**config.mk**
```make
export PLATFORM = sky130hd
export DESIGN_NAME = mem_stage
export DESIGN_NICKNAME = d
export VERILOG_FILES = /design/src/rtl/mem_stage.sv
export SDC_FILE = /design/constraint.sdc
export NUM_CORES = 1
export LEC_CHECK = 0
export BUFFER_PORTS_ARGS = -buffer_cell sky130_fd_sc_hd__buf_4
export CORE_MARGIN = 1.5
export CORE_UTILIZATION = 55
export DETAILED_ROUTE_END_ITERATION = 6
export GPL_TIMING_DRIVEN = 0
export PLACE_DENSITY_LB_ADDON = 0.1
export SLEW_MARGIN = 15
export SYNTH_ARGS = -nofsm -noshare
export SYNTH_HDL_FRONTEND = slang
export SYNTH_SLANG_ARGS = --single-unit
```
**constraint.sdc**
```tcl
create_clock -name clk -period 7.9 [get_ports clk]
set_input_delay 0.79 -clock clk [delete_from_list [all_inputs] [get_ports clk]]
set_output_delay 0.79 -clock clk [all_outputs]
set_load 0.02 [all_outputs]
```
**src/rtl/mem_stage.sv**
```systemverilog
// Memory stage: drives the data-memory handshake and formats load data.
// Holds upstream with stall while a request or response is outstanding.
module mem_stage #(
  parameter int XLEN       = 32,
  parameter int REG_ADDR_W = 5
) (
  input  logic                  clk,
  input  logic                  reset,
  input  logic                  in_valid,
  input  logic                  in_mem_read,
  input  logic                  in_mem_write,
  input  logic [2:0]            in_funct3,
  input  logic [XLEN-1:0]       in_ex_result,
  input  logic [XLEN-1:0]       in_store_data,
  input  logic [REG_ADDR_W-1:0] in_rd,
  input  logic                  in_reg_write,
  input  logic                  flush,
  output logic                  stall,
  output logic                  dmem_req,
  output logic                  dmem_we,
  output logic [XLEN-1:0]       dmem_addr,
  output logic [XLEN-1:0]       dmem_wdata,
  output logic [3:0]            dmem_wstrb,
  input  logic                  dmem_ready,
  input  logic                  dmem_rvalid,
  input  logic [XLEN-1:0]       dmem_rdata,
  output logic                  out_valid,
  output logic [XLEN-1:0]       out_data,
  output logic [REG_ADDR_W-1:0] out_rd,
  output logic                  out_reg_write,
  output logic                  mem_fault
);

  localparam logic [1:0] S_IDLE = 2'd0;
  localparam logic [1:0] S_REQ  = 2'd1;
  localparam logic [1:0] S_WAIT = 2'd2;

  logic [1:0]            state;
  logic [XLEN-1:0]       addr_q;
  logic [XLEN-1:0]       sdata_q;
  logic [2:0]            f3_q;
  logic [REG_ADDR_W-1:0] rd_q;
  logic                  rw_q;
  logic                  st_q;
  logic                  discard_q;

  logic            is_mem;
  logic            f3_ok;
  logic            misal;
  logic            take;
  logic            hs;
  logic [3:0]      strb;
  logic [XLEN-1:0] wdata;
  logic [XLEN-1:0] shifted;
  logic [XLEN-1:0] ld_val;

  assign stall = (state != S_IDLE);
  assign take  = (state == S_IDLE) && in_valid && !flush;

  always_comb begin
    is_mem = in_mem_read | in_mem_write;
    f3_ok  = 1'b0;
    if (in_mem_write)
      f3_ok = in_funct3 inside {3'd0, 3'd1, 3'd2};
    else
      f3_ok = in_funct3 inside {3'd0, 3'd1, 3'd2, 3'd4, 3'd5};
    misal = ((in_funct3[1:0] == 2'b01) && in_ex_result[0]) ||
            ((in_funct3[1:0] == 2'b10) && (in_ex_result[1:0] != 2'b00));
  end

  always_comb begin
    strb  = 4'b1111;
    wdata = sdata_q;
    unique case (f3_q[1:0])
      2'b00: begin
        strb  = 4'b0001 << addr_q[1:0];
        wdata = {4{sdata_q[7:0]}};
      end
      2'b01: begin
        strb  = 4'b0011 << addr_q[1:0];
        wdata = {2{sdata_q[15:0]}};
      end
      default: begin
        strb  = 4'b1111;
        wdata = sdata_q;
      end
    endcase
  end

  always_comb begin
    dmem_req   = (state == S_REQ);
    dmem_we    = dmem_req && st_q;
    dmem_addr  = dmem_req ? {addr_q[XLEN-1:2], 2'b00} : '0;
    dmem_wstrb = dmem_we ? strb : 4'b0000;
    dmem_wdata = dmem_we ? wdata : '0;
  end

  assign hs = dmem_req && dmem_ready;

  always_comb begin
    shifted = dmem_rdata >> {addr_q[1:0], 3'b000};
    ld_val  = '0;
    unique case (f3_q)
      3'd0:    ld_val = {{(XLEN-8){shifted[7]}}, shifted[7:0]};
      3'd1:    ld_val = {{(XLEN-16){shifted[15]}}, shifted[15:0]};
      3'd2:    ld_val = dmem_rdata;
      3'd4:    ld_val = {{(XLEN-8){1'b0}}, shifted[7:0]};
      3'd5:    ld_val = {{(XLEN-16){1'b0}}, shifted[15:0]};
      default: ld_val = '0;
    endcase
  end

  always_ff @(posedge clk or posedge reset) begin
    if (reset) begin
      state         <= S_IDLE;
      addr_q        <= '0;
      sdata_q       <= '0;
      f3_q          <= 3'd0;
      rd_q          <= '0;
      rw_q          <= 1'b0;
      st_q          <= 1'b0;
      discard_q     <= 1'b0;
      out_valid     <= 1'b0;
      out_data      <= '0;
      out_rd        <= '0;
      out_reg_write <= 1'b0;
      mem_fault     <= 1'b0;
    end else begin
      out_valid <= 1'b0;
      mem_fault <= 1'b0;
      unique case (state)
        S_IDLE: begin
          if (take && !is_mem) begin
            out_valid     <= 1'b1;
            out_data      <= in_ex_result;
            out_rd        <= in_rd;
            out_reg_write <= in_reg_write;
          end else if (take && (!f3_ok || misal)) begin
            mem_fault <= 1'b1;
          end else if (take) begin
            addr_q    <= in_ex_result;
            sdata_q   <= in_store_data;
            f3_q      <= in_funct3;
            rd_q      <= in_rd;
            rw_q      <= in_reg_write;
            st_q      <= in_mem_write;
            discard_q <= 1'b0;
            state     <= S_REQ;
          end
        end
        S_REQ: begin
          if (hs && st_q) begin
            state <= S_IDLE;
            if (!flush) begin
              out_valid     <= 1'b1;
              out_data      <= '0;
              out_rd        <= rd_q;
              out_reg_write <= 1'b0;
            end
          end else if (hs) begin
            state     <= S_WAIT;
            discard_q <= flush;
          end else if (flush) begin
            state <= S_IDLE;
          end
        end
        S_WAIT: begin
          if (dmem_rvalid) begin
            state     <= S_IDLE;
            discard_q <= 1'b0;
            if (!(discard_q || flush)) begin
              out_valid     <= 1'b1;
              out_data      <= ld_val;
              out_rd        <= rd_q;
              out_reg_write <= rw_q;
            end
          end else if (flush) begin
            discard_q <= 1'b1;
          end
        end
        default: state <= S_IDLE;
      endcase
    end
  end

endmodule

```
======== Word level (Yosys, flattened, before mapping) ========
Cells that the tools add are included.
word-level totals
  bits in registers ....................... 117
  input bits .............................. 113
operators by class
  equality and inequality tests ........... 25
  shifts and indexed selects .............. 3
  multiplexer cells ....................... 50
  bitwise operators ....................... 3
  reduce and logical (&&, ||, !) cells .... 28
operators with widths
  cell                number
  $mux 32             7
  $pmux 32 s5         1
  $pmux 32 s3         1
  $pmux 32 s2         1
  $shr 32x5->16       1
  $mux 5              5
  $mux 1              21
  $pmux 5 s3          1
  $mux 2              7
  $ne 2x2->1 const B  7
  $eq 3x3->1 const B  4
  $logic_and 1x1->1   9
  $pmux 1 s3          3
  $pmux 4 s2          1
  $reduce_and 7->1    1
  $eq 2x1->1 const B  3
  $eq 3x1->1 const B  2
  $eq 3x2->1 const B  2
  $logic_not 3->1     2
  $ne 2x1->1 const B  3
  $pmux 2 s3          1
  $reduce_and 6->1    1
  $reduce_bool 3->1   2
  $reduce_and 5->1    1
  14 further kinds    22

======== Longest topological paths before layout ========
  word-level depth ........................ 9
  mapped depth ............................ 8
  depth with buffers taken out ............ 6

======== Least setup slack after synthesis ========
OpenSTA, ideal clock, no wires.
  kind .................................... register to output
  start point ............................. reg state[1]
  end point ............................... out dmem_wdata[14]
  arrival ................................. 1.909 ns
  slack ................................... 5.201 ns
  cell stages (with the launch flop) ...... 8
  cell sequence ........................... dfrtp_1 inv_1 ha_1 clkbuf_1 nand2_1 clkbuf_1 buf_1 a21oi_1
on the way
  word-level cells in the longest chain between the ends .. 3
RTL lines
  element                 RTL line  source
  start, declared         38        logic [1:0] state;
  start signal, assigned  115       state <= S_IDLE;
  start signal, assigned  148       state <= S_REQ;
  start signal, assigned  153       state <= S_IDLE;
  $eq 2x1->1              91        dmem_req = (state == S_REQ);
  named net dmem_req      19        output logic dmem_req,
  $logic_and 1x1->1       92        dmem_we = dmem_req && st_q;
  $mux 32                 95        dmem_wdata = dmem_we ? wdata : '0;
  end, declared           22        output logic [XLEN-1:0] dmem_wdata,
The timed path passes the listed nets, and every way through them passes these cells.

======== Worst setup path in the final report ========
  start point ............................. reg state[1]
  end point ............................... out dmem_wdata[29]
on the way
  word-level cells in the longest chain between the ends .. 3
RTL lines
  element            RTL line
  $eq 2x1->1         91
  $logic_and 1x1->1  92
  $mux 32            95
No other way between the ends.

==> results.md <==
- Setup Viol. Count Final: 0
- Post-Syn Instances: 619
- Final nets: 978
- CTS root buffer: clkbuf_16
- Die Y-Extent: 111 um
- Required time of the critical path: 7.11 ns
- Max IR drop VDD: 0.000320 V
- Register area: 2930 sq um
- FF-to-FF path depth: 7
- Rows: 39
- Initial Util: 56.6%
- Final Wtd Congestion: 0.900
- Initial antenna violation count: 0
- # IOs: 224
- Crit path kind: reg2out
- Synth area leaders: dfrtp_1 (45%), mux2_2 (14%), mux2i_1 (4.3%), o21ai_0 (4.2%), a221oi_1 (3.3%)
- Period utilization: 46.0%
- CTS tree: done
- Drt total wl: 21.1 mm
- Post-CTS Hold Buffers: 0
- Max clock buf depth: 2
- Area Overhead vs Synth: 37.6%
- Antenna cells: 0
- Area share of the largest cell type after synthesis: 45.3%
- H-tree levels: 4
- Grt ovf: 0
- Total number of vias: 6126
- Post-DP HPWL: 15.5 mm
- Yosys warns: 0
- Multi-input logic area: 3260 sq um
- Area leader, netlist: dfrtp_1
- Vias in the first global route: 6201
- Ys flop type: dfrtp_1
- Largest net degree at the start of global routing: 65
- Flops & latches, synth: 117
- Drt first pass iters: 5
- Slew HR: 47.0%
- Share of post-route cells with drive strength above 1: 39.2%
- Pwr/cell area: 431 nW/um^2
- Crit. End Element: output pin
- Tmin final: 3.63 ns
- Final core occ: 77.9%
- Post-Route Setup TNS: 0 ns
- Die width: 111 um
- CTS buffer count: 17
- Seq/Total Area, Yosys: 45.3%
- Reg2Reg Setup Slack: 5.05 ns
- R2r endpoint: sdata_q[24]$_DFFE_PP0P_
- Core area: 11400 sq um
- CTS clk-pin slew, worst paths: 0.05 ns
- DR iter-0 viols: 565
- Fmax: 275 MHz
- Worst min path class: in2async
- Arr. time, crit path: 2.84 ns
- Worst setup SP type: register
- Yosys cell types: 49
- Most frequent cells after synthesis: dfrtp_1 (117), mux2_2 (79), o21ai_0 (54), clkbuf_1 (46), nor2_1 (34)
- CTS Sinks: 117
- Worst Path Max Fanout: 10
- Clock skew: 0.00701 ns
- Max-Cap Viols: 0
- GRT Total Usage: 34.6%
- Leakage: 4.15 nW
- Most common cell in the synthesized netlist: dfrtp_1
- Vias per Instance: 6.04
- Hold Fails Final Rpt: 0
- Setup bufs post-CTS: 0
- ANT nets after route: 0
- Syn Std Cell Area: 6470 sq um
- DRC Markers: 0
- Post-synth EDFFs: 0
- Syn Area/Cell: 10.4 sq um
- Max Slew Vio Count: 0
- FILL cells: 811
- Drt wl/cell: 20.8 um
- Insertion delay to the later sink of the worst-skew pair: 0.42 ns
- # port buffers: 220
- DIE AREA: 12400 sq um
- First-pass GRT wire length: 33.4 mm
- Worst reg2reg path startpoint: state[1]$_DFFE_PP0P_
- RSZ-0062 raised after global routing: no
- Post-synthesis async set-or-reset flop share: 100%
- Slew @ Worst Pin: 0.796 ns
- CTS resizes: 0
- Status: completed
[registers in the layout, summed over array words and instances (netlist names)]
| signal | flops |
|---|---|
| rd_q | 5 |
| rw_q | 1 |
| out_reg_write | 1 |
| f3_q | 3 |
| sdata_q | 32 |
| out_valid | 1 |
| addr_q | 32 |
| mem_fault | 1 |
| state | 2 |
| out_rd | 5 |
| out_data | 32 |
| st_q | 1 |
| discard_q | 1 |
[placed cells by master, fill, tap and decap left out, types with 8 or more instances in the layout]
master and count:
a211oi_1 8, a221oi_1 24, clkbuf_16 17, mux2_2 79
nand2_1 16, nor2_1 34, dfrtp_1 117, a22o_1 9
clkbuf_1 49, and3_1 9, inv_1 8, buf_4 222
o221ai_1 24, and2_1 30, a21oi_1 30, mux2i_1 28
nand2b_1 32, o21ai_0 54
[layer usage]
| layer | wire length, um | global-route usage (%) | part of all wire, % |
|---|---|---|---|
| met2 | 9970 | 53.8 | 47 |
| met4 | 583 | 13.8 | 2.8 |
| met1 | 8700 | 45.8 | 41 |
| met5 | 0 | 0 | 0 |
| met3 | 1860 | 10.2 | 8.8 |
[worst max-delay path, stage by stage (launching register included)]
cell      delay, ns
dfrtp_1        0.39
inv_1          0.11
ha_1           0.20
clkbuf_1       0.25
nand2_1        0.21
clkbuf_1       0.40
buf_1          0.50
nor2_1         0.16
buf_4          0.19
[metrics by stage]
| stage | std cells | worst slack [ns] | cell area [sq um] | hold slack [ns] | total power [mW] |
|---|---|---|---|---|---|
| 4_1_cts | 1015 | 4.32 | 8890 | 0.437 | 3.81 |
| 3_5_place_dp | 984 | 4.81 | 8330 | 0.486 | 3.05 |
| 6_report | 1015 | 4.27 | 8900 | 0.425 | 3.84 |
| 5_1_grt | 1015 | 4.13 | 8900 | 0.463 | 4.05 |
| 2_1_floorplan | 620 | 4.01 | 6470 | 0.471 | 2.32 |
| 3_3_place_gp | 983 | 2.77 | 8300 | 0.479 | 2.98 |
[power by group]
group / switching [mW] / leakage (nW) / internal (mW) / total [mW]
Combinational: 1.17 / 2.43 / 0.870 / 2.04
Clock: 0.270 / 0.268 / 0.467 / 0.737
Sequential: 0.179 / 1.45 / 0.879 / 1.06
[kinds of logic (layout without fill, tap and decap cells)]
family | Yosys count | after routing | share of synthesized area [%]
other | 1 | 2 | 0.0580
and+or+nand+nor | 143 | 143 | 12.3
DFF | 117 | 117 | 45.3
muxes | 108 | 108 | 18.4
AOI/OAI and AO/OA | 177 | 177 | 18.5
adders and majority gates | 5 | 5 | 0.967
buffers and inverters | 68 | 320 | 4.43
[cell type report]
cell class | instances | share of cell area [%]
plain buffers | 59 | 2.84
repair buffers | 221 | 18.9
well taps | 143 | 2.01
flip-flops and latches | 117 | 32.9
multi-input cells | 435 | 36.7
inverters | 9 | 0.436
clock buffers | 21 | 5.06
clock inverters | 10 | 1.21
[how the worst max path moves through the flow]
stage	endpoint	from	slack [ns]	cells past startpoint
floorplan	addr_q[0]$_DFFE_PP0P_	reset	4.01	1
global placement	addr_q[9]$_DFFE_PP0P_	reset	2.77	2
detailed placement	dmem_addr[19]	state[1]$_DFFE_PP0P_	4.81	7
CTS	dmem_addr[19]	state[1]$_DFFE_PP0P_	4.32	7
global route	dmem_addr[22]	state[1]$_DFFE_PP0P_	4.13	7
finish	dmem_wdata[29]	state[1]$_DFFE_PP0P_	4.27	8
Note: power is estimated with default switching activity, not from simulation.
